**config.mk**
```make
export PLATFORM = sky130hd
export DESIGN_NAME = sipo_frame_ctrl_flat
export DESIGN_NICKNAME = d
export VERILOG_FILES = /design/src/rtl/sipo_frame_ctrl_pkg.sv /design/src/rtl/sipo_frame_ctrl_if.sv /design/src/rtl/sipo_shift_core.sv /design/src/rtl/sipo_frame_ctrl.sv /design/src/flat_wrapper.sv
export SDC_FILE = /design/constraint.sdc
export NUM_CORES = 1
export LEC_CHECK = 0
export ABC_AREA = 1
export ABC_CLOCK_PERIOD_IN_PS = 3100
export BUFFER_PORTS_ARGS = -buffer_cell sky130_fd_sc_hd__buf_4
export CORE_MARGIN = 5
export CORE_UTILIZATION = 59
export CTS_CLUSTER_DIAMETER = 120
export DETAILED_ROUTE_END_ITERATION = 12
export HOLD_SLACK_MARGIN = 0.02
export MAX_ROUTING_LAYER = met4
export PLACE_DENSITY_LB_ADDON = 0.1
export SETUP_SLACK_MARGIN = 0.5
export SYNTH_ARGS = -nofsm -noshare
export SYNTH_HDL_FRONTEND = slang
export SYNTH_HIERARCHICAL = 1
export SYNTH_SLANG_ARGS = --single-unit
```
**constraint.sdc**
```tcl
create_clock -name clk -period 3.1 [get_ports clk]
set_input_delay 0.31 -clock clk [delete_from_list [all_inputs] [get_ports clk]]
set_output_delay 0.31 -clock clk [all_outputs]
set_load 0.05 [all_outputs]
```
**src/rtl/sipo_frame_ctrl_pkg.sv**
```systemverilog
// Package sipo_ctrl_pkg: shared types and defaults for the SIPO frame controller.
//   sipo_state_e   : FSM state encoding. PARITY is used only when SIPO_PARITY_CHECK_EN is defined.
//   SIPO_DEF_WIDTH : default number of data bits per frame.
package sipo_ctrl_pkg;

  localparam int SIPO_DEF_WIDTH = 8;

  typedef enum logic [1:0] {
    IDLE   = 2'd0,
    SHIFT  = 2'd1,
    PARITY = 2'd2
  } sipo_state_e;

endpackage

```
**src/rtl/sipo_frame_ctrl_if.sv**
```systemverilog
// sipo_frame_ctrl_if: groups the serial input, control strobes and the parallel
// valid/ready port of the SIPO frame controller.
//   master : bit source / consumer side (drives start, s_valid, s_in, p_ready, clr_ovr)
//   slave  : controller side (drives p_out, p_valid, busy, overrun, parity_err)
interface sipo_frame_ctrl_if
  import sipo_ctrl_pkg::*;
#(
  parameter int WIDTH = SIPO_DEF_WIDTH
);
  logic             start;
  logic             s_valid;
  logic             s_in;
  logic             p_ready;
  logic             clr_ovr;
  logic [WIDTH-1:0] p_out;
  logic             p_valid;
  logic             busy;
  logic             overrun;
  logic             parity_err;

  modport master (
    output start, s_valid, s_in, p_ready, clr_ovr,
    input  p_out, p_valid, busy, overrun, parity_err
  );

  modport slave (
    input  start, s_valid, s_in, p_ready, clr_ovr,
    output p_out, p_valid, busy, overrun, parity_err
  );
endinterface

```
**src/rtl/sipo_shift_core.sv**
```systemverilog
// sipo_shift_core: WIDTH-bit left-shift register, MSB received first.
//   clk, rst  : clock, synchronous active-high reset
//   clr       : synchronous clear (has priority over shift_en)
//   shift_en  : shift s_in into bit 0
//   s_in      : serial input bit
//   q         : register contents
module sipo_shift_core #(
  parameter int WIDTH = 8
) (
  input  logic             clk,
  input  logic             rst,
  input  logic             clr,
  input  logic             shift_en,
  input  logic             s_in,
  output logic [WIDTH-1:0] q
);

  logic [WIDTH-1:0] shreg_q, shreg_d;

  always_comb begin
    shreg_d = shreg_q;
    if (clr) begin
      shreg_d = '0;
    end else if (shift_en) begin
      shreg_d = {shreg_q[WIDTH-2:0], s_in};
    end
  end

  always_ff @(posedge clk) begin
    if (rst) begin
      shreg_q <= '0;
    end else begin
      shreg_q <= shreg_d;
    end
  end

  assign q = shreg_q;

endmodule

```
**src/rtl/sipo_frame_ctrl.sv**
```systemverilog
// sipo_frame_ctrl: serial-in/parallel-out receive controller. Sequences the
// shift core, counts bits per frame and hands completed words to a one-entry
// valid/ready output buffer with sticky overrun detection.
//   clk, rst : clock, synchronous active-high reset
//   bus      : sipo_frame_ctrl_if slave modport (serial in, strobes, parallel out)
// Optional feature macro: SIPO_PARITY_CHECK_EN adds an even-parity bit after
// the data bits; a bad parity bit drops the word and pulses parity_err.
//
// state  | meaning
// IDLE   | no frame in progress, waiting for start
// SHIFT  | collecting data bits, count = bits received so far
// PARITY | data complete, waiting for the parity bit (macro build only)
module sipo_frame_ctrl
  import sipo_ctrl_pkg::*;
#(
  parameter int WIDTH = SIPO_DEF_WIDTH
) (
  input  logic                clk,
  input  logic                rst,
  sipo_frame_ctrl_if.slave    bus
);

  localparam int CW = $clog2(WIDTH + 1);
  localparam logic [CW-1:0] LAST_BIT = CW'(WIDTH - 1);

  sipo_state_e      state_q, state_d;
  logic [CW-1:0]    count_q, count_d;
  logic [WIDTH-1:0] p_out_q, p_out_d;
  logic             p_valid_q, p_valid_d;
  logic             overrun_q, overrun_d;

  logic             sh_clr;
  logic             sh_shift;
  logic [WIDTH-1:0] sh_q;
  logic             word_done;
  logic [WIDTH-1:0] word;

  sipo_shift_core #(.WIDTH(WIDTH)) u_shift (
    .clk      (clk),
    .rst      (rst),
    .clr      (sh_clr),
    .shift_en (sh_shift),
    .s_in     (bus.s_in),
    .q        (sh_q)
  );

`ifdef SIPO_PARITY_CHECK_EN
  logic parity_err_q, parity_err_d;

  // The last data bit has already been shifted in when the parity bit arrives.
  assign word = sh_q;
`else
  logic shreg_msb_unused;

  // Word is delivered on the edge that samples the last bit, so splice it in here.
  assign word             = {sh_q[WIDTH-2:0], bus.s_in};
  assign shreg_msb_unused = sh_q[WIDTH-1];
`endif

  always_comb begin
    state_d   = state_q;
    count_d   = count_q;
    sh_clr    = 1'b0;
    sh_shift  = 1'b0;
    word_done = 1'b0;
`ifdef SIPO_PARITY_CHECK_EN
    parity_err_d = 1'b0;
`endif

    case (state_q)
      IDLE: begin
        if (bus.start) begin
          state_d = SHIFT;
          count_d = '0;
          sh_clr  = 1'b1;
        end
      end

      SHIFT: begin
        if (bus.start) begin
          // Restart discards the partial word and any same-cycle bit.
          count_d = '0;
          sh_clr  = 1'b1;
        end else if (bus.s_valid) begin
          sh_shift = 1'b1;
          if (count_q == LAST_BIT) begin
            count_d = '0;
`ifdef SIPO_PARITY_CHECK_EN
            state_d = PARITY;
`else
            state_d   = IDLE;
            word_done = 1'b1;
`endif
          end else begin
            count_d = count_q + CW'(1);
          end
        end
      end

`ifdef SIPO_PARITY_CHECK_EN
      PARITY: begin
        if (bus.start) begin
          state_d = SHIFT;
          count_d = '0;
          sh_clr  = 1'b1;
        end else if (bus.s_valid) begin
          state_d = IDLE;
          if ((^sh_q) ^ bus.s_in) begin
            parity_err_d = 1'b1;
          end else begin
            word_done = 1'b1;
          end
        end
      end
`endif

      default: begin
        state_d = IDLE;
        count_d = '0;
      end
    endcase
  end

  // Output buffer: a completed word may load when the buffer is empty or is
  // being drained this same cycle; otherwise it is dropped and flagged.
  always_comb begin
    p_out_d   = p_out_q;
    p_valid_d = p_valid_q;
    overrun_d = overrun_q;

    if (bus.clr_ovr) begin
      overrun_d = 1'b0;
    end

    if (p_valid_q && bus.p_ready) begin
      p_valid_d = 1'b0;
    end

    if (word_done) begin
      if (!p_valid_q || bus.p_ready) begin
        p_out_d   = word;
        p_valid_d = 1'b1;
      end else begin
        // Drop wins over a coincident clear.
        overrun_d = 1'b1;
      end
    end
  end

  always_ff @(posedge clk) begin
    if (rst) begin
      state_q   <= IDLE;
      count_q   <= '0;
      p_out_q   <= '0;
      p_valid_q <= 1'b0;
      overrun_q <= 1'b0;
    end else begin
      state_q   <= state_d;
      count_q   <= count_d;
      p_out_q   <= p_out_d;
      p_valid_q <= p_valid_d;
      overrun_q <= overrun_d;
    end
  end

`ifdef SIPO_PARITY_CHECK_EN
  always_ff @(posedge clk) begin
    if (rst) begin
      parity_err_q <= 1'b0;
    end else begin
      parity_err_q <= parity_err_d;
    end
  end

  assign bus.parity_err = parity_err_q;
`else
  assign bus.parity_err = 1'b0;
`endif

  assign bus.p_out   = p_out_q;
  assign bus.p_valid = p_valid_q;
  assign bus.overrun = overrun_q;
  assign bus.busy    = (state_q != IDLE);

endmodule

```
**src/flat_wrapper.sv**
```systemverilog
// flat-port wrapper written by rule: the top's interface ports become plain ports
module sipo_frame_ctrl_flat import sipo_ctrl_pkg::*;
#(
  parameter int WIDTH = SIPO_DEF_WIDTH
)
  (clk, rst, bus_start, bus_s_valid, bus_s_in, bus_p_ready, bus_clr_ovr, bus_p_out, bus_p_valid, bus_busy, bus_overrun, bus_parity_err);
  sipo_frame_ctrl_if #(.WIDTH(WIDTH)) bus_i ();
  input  logic clk;
  input  logic rst;
  input wire logic [$bits(bus_i.start)-1:0] bus_start;
  input wire logic [$bits(bus_i.s_valid)-1:0] bus_s_valid;
  input wire logic [$bits(bus_i.s_in)-1:0] bus_s_in;
  input wire logic [$bits(bus_i.p_ready)-1:0] bus_p_ready;
  input wire logic [$bits(bus_i.clr_ovr)-1:0] bus_clr_ovr;
  output wire logic [$bits(bus_i.p_out)-1:0] bus_p_out;
  output wire logic [$bits(bus_i.p_valid)-1:0] bus_p_valid;
  output wire logic [$bits(bus_i.busy)-1:0] bus_busy;
  output wire logic [$bits(bus_i.overrun)-1:0] bus_overrun;
  output wire logic [$bits(bus_i.parity_err)-1:0] bus_parity_err;
  assign bus_i.start = bus_start;
  assign bus_i.s_valid = bus_s_valid;
  assign bus_i.s_in = bus_s_in;
  assign bus_i.p_ready = bus_p_ready;
  assign bus_i.clr_ovr = bus_clr_ovr;
  assign bus_p_out = bus_i.p_out;
  assign bus_p_valid = bus_i.p_valid;
  assign bus_busy = bus_i.busy;
  assign bus_overrun = bus_i.overrun;
  assign bus_parity_err = bus_i.parity_err;
  sipo_frame_ctrl #(.WIDTH(WIDTH)) u_core (.clk(clk), .rst(rst), .bus(bus_i));
endmodule
```
After elaboration in Yosys (flattened, before gate mapping). Index checks and enable logic that the tools add are counted.

Register bits after elaboration: 23. Input port bits: 7. Output and inout bits: 12. Logic and storage cells: 49.

Add/subtract/negate cells: 1. Equality and inequality tests: 7. Muxes and demuxes: 25. Reductions and logical operators: 10.

Operators with widths (count): 4-bit two-way mux (4); 1-bit two-way mux (15); 2-bit two-way mux (4); 4-bit one-hot mux with 2 select lines (1); 2-bit != test (second input constant) (3); 4-bit by 1-bit adder with 4-bit output (second input constant) (1); 4-bit by 3-bit equality test with 1-bit output (second input constant) (1); 2-bit one-hot mux with 2 select lines (1); 2-bit AND reduction (2); 4-bit AND reduction (1); 2-bit OR reduction (2); 3-bit != test (second input constant) (1); 2-bit by 1-bit equality test with 1-bit output (second input constant) (1); 2-bit logical NOT (1); 2-bit by 1-bit != test with 1-bit output (second input constant) (1); 2-bit nonzero test (1); 1-bit logical AND (1); 1-bit logical NOT (1); 1-bit logical OR (1).

Longest topological paths before layout.
Word-level depth: 6. Mapped depth: 7. Mapped depth without buffers: 7.

Hierarchy. Netlist, hierarchy kept.

Modules (own cells, without submodules): sipo_frame_ctrl (times used 1, cells each 119, area each 833.3 um^2, seq. area each 300.3 um^2); sipo_shift_core (times used 1, cells each 51, area each 361.6 um^2, seq. area each 160.2 um^2).

Worst setup path before layout. Ideal clock, no wire load.

Kind: flip-flop to flip-flop. Start: reg u_core.state_q[0]. End: reg u_core.u_shift.shreg_q[4], in the netlist u_core/u_shift/q[4]. Setup time: 0.114 ns. Arrival: 1.391 ns. Data required time: 2.986 ns. Path slack: 1.595 ns. Stages on the path, launching flop included: 8. Buffers on the path: 2. Clock period less this slack: 1.505 ns. Path through: dfxtp_1 > nand2_2 > nor2_1 > buf_6 > buf_8 > nand2_1 > nand2_1 > nor2_2.

Elaborated cells between the ends (all ways): 6. Those cells by class: 1 x eq/ne; 2 x mux; 3 x reduce/logical.

RTL lines: start: declaration (RTL line sipo_frame_ctrl.sv:26) `sipo_state_e state_q, state_d;`; start signal: assignment (RTL line sipo_frame_ctrl.sv:158) `state_q <= state_d;`; 2-bit by 1-bit equality test with 1-bit output (RTL line sipo_frame_ctrl.sv:70) `case (state_q)`; 1-bit two-way mux (RTL line sipo_frame_ctrl.sv:70); named net u_core.sh_shift (RTL line sipo_frame_ctrl.sv:33) `logic sh_shift;`; end signal: assignment (RTL line sipo_shift_core.sv:33) `shreg_q <= shreg_d;`; end: declaration (RTL line sipo_shift_core.sv:18) `logic [WIDTH-1:0] shreg_q, shreg_d;`.

The timed path passes the listed nets, and every way through them passes these cells. A chain may end at the register's enable or synchronous reset.

Worst setup path after layout.
Start: reg u_core.state_q[0]. End: reg u_core.u_shift.shreg_q[6], in the netlist u_core/u_shift/q[6].

The elaborated chain is that of the path after synthesis.

==> out/qor.txt <==
Layout Skew = 3.735 ps
Drt wl/cell = 9.583 µm
H-tree depth = 1
Pint = 0.0003729 W
Sequential share of power = 58.7%
Largest net degree at the start of global routing = 16
Hold-fix buffers, CTS = 0
TritonCTS clock tree = done
Routability cong. = 0.7176
Die width = 54.27 µm
Vias = 965
CTS Buf Count = 3
Initial antenna violation count = 0
PwrDens = 381.7 nW/µm²
Final setup viols = 0
Drt pass-1 iters = 4
RSZ-0062 raised after global routing = false
Area delta synth->final = 11.47%
DRT iter0 DRCs = 23
CTS clk-pin slew, worst paths = 110 ps
Fillers = 181
Layout cells sized above 1 = 21.79%
Max rail drop VDD = 0.2586 mV
Net Sw Frac = 24.18%
Vias in the first global route = 841
IO Port Bufs = 17
Die area = 2945 µm²
N_diodes = 0
Routed wire length = 1.974 mm
Core region area = 1922 µm²
Static leakage = 0.5991 nW
Status = finished clean
Clock sinks = 22
Most common cell after layout, fill and taps aside = nand2_1
Post-route DRC = 0
Commonest non-fill, non-tap cells in the layout = nand2_1 (41), inv_1 (39), dfxtp_1 (22)
Final Hold Viols = 0
Synth Warn # = 6
Min cycle time layout = 1631 ps
CP Capture Type = register
Avg Inst Size Synth = 7.049 µm²
GRT Residual Overflow = 0
Cell area after synthesis = 1156 µm²
Critical path arrival = 1840 ps
Worst-Margin Slew = 900.4 ps
First-pass GRT wire length = 3.422 mm
Post-CTS resize count = 0
Worst-Skew Late Latency = 300 ps
Mapped Cells = 164
Detailed placement HPWL = 1.502 mm
Max Slew Vio Count = 0
Worst hold slack = 237.3 ps
Setup TNS = 0 ps
Post-CTS Setup Bufs = 0
Startpoint Class = register
F_max = 613.0 MHz
Max cap viols = 0
Detail Route Antenna Nets = 0
Die H = 54.27 µm
Clock network power share = 31.7%
Net switching power = 0.0001189 W
Crit Path Max Fanout = 15
Nets@finish = 188
Starting density of the core = 60.16%
Final Power = 0.0004919 W
CTS Root Cell = clkbuf_4
Setup CP Type = reg -> reg
Tcrit/Tclk final = 52.62%
Drt via density = 4.684
Overall routing resource usage = 16.25%
HP Class = in -> reg
Clk buf depth = 2
Logic pwr share = 9.6%
Req. time, crit path = 3310 ps
Row count = 16
Syn_nets = 172
Num ports = 19
Max transition margin = 39.75%
==> final cells by class <==
cell class / instances / area [µm²] / share of cell area (%)
Tap cell: 27 / 33.78 / 2.621
Multi-Input combinational cell: 96 / 500.5 / 38.83
Inverter: 40 / 150.1 / 11.65
Sequential cell: 22 / 440.4 / 34.17
Timing Repair Buffer: 17 / 127.6 / 9.903
Clock buffer: 4 / 36.28 / 2.816
==> critical path: stages (launching register included) <==
cell	delay, ps
dfxtp_1	390
nand2_2	120
nor2_1	700
nand2_1	160
nand2_1	120
nor2_1	50
==> layer usage <==
layer / track usage [%] / wire length, µm
met2: 26.10 / 942
met5: - / 0
met3: 2.452 / 99
met1: 20.00 / 903
met4: 7.469 / 29
==> power by group through the flow <==
stage / sequential [W] / clock, W / combinational (W)
final: 0.000289 / 0.000156 / 0.0000473
after global routing: 0.000289 / 0.000172 / 0.0000534
after CTS: 0.000289 / 0.000163 / 0.0000469
after detailed placement: 0.000295 / 0 / 0.0000468
after global placement: 0.000295 / 0 / 0.0000452
after floorplan: 0.000298 / 0 / 0.0000326
==> through the flow <==
stage | setup slack, ps | utilization (%) | instances | area [µm²]
floorplan | 1604 | - | 164 | 1156
global placement | 1601 | 65.17 | 202 | 1252
detailed placement | 1494 | 65.17 | 202 | 1252
CTS | 1503 | 67.06 | 206 | 1289
global route | 1280 | 67.06 | 206 | 1289
finish | 1469 | 67.06 | 206 | 1289
==> state kept, by name, indices dropped and copies added (netlist names) <==
register,cells
u_core/u_shift/q,7
u_core/bus.overrun,1
u_core/count_q,4
u_core/state_q,1
u_core/bus.p_out,8
u_core/bus.p_valid,1
==> final timing paths <==
| path | from | end | slack, ps | cells past startpoint |
|---|---|---|---|---|
| setup / recovery | u_core/state_q[0] | u_core/u_shift/q[6] | 1470 | 5 |
| hold / removal | rst | u_core/bus.overrun | 240 | 2 |
| setup reg to reg | u_core/state_q[0] | u_core/u_shift/q[6] | 1470 | 5 |
| hold reg to reg | u_core/bus.overrun | u_core/bus.overrun | 490 | 2 |
(Power assumes the default switching activity.)
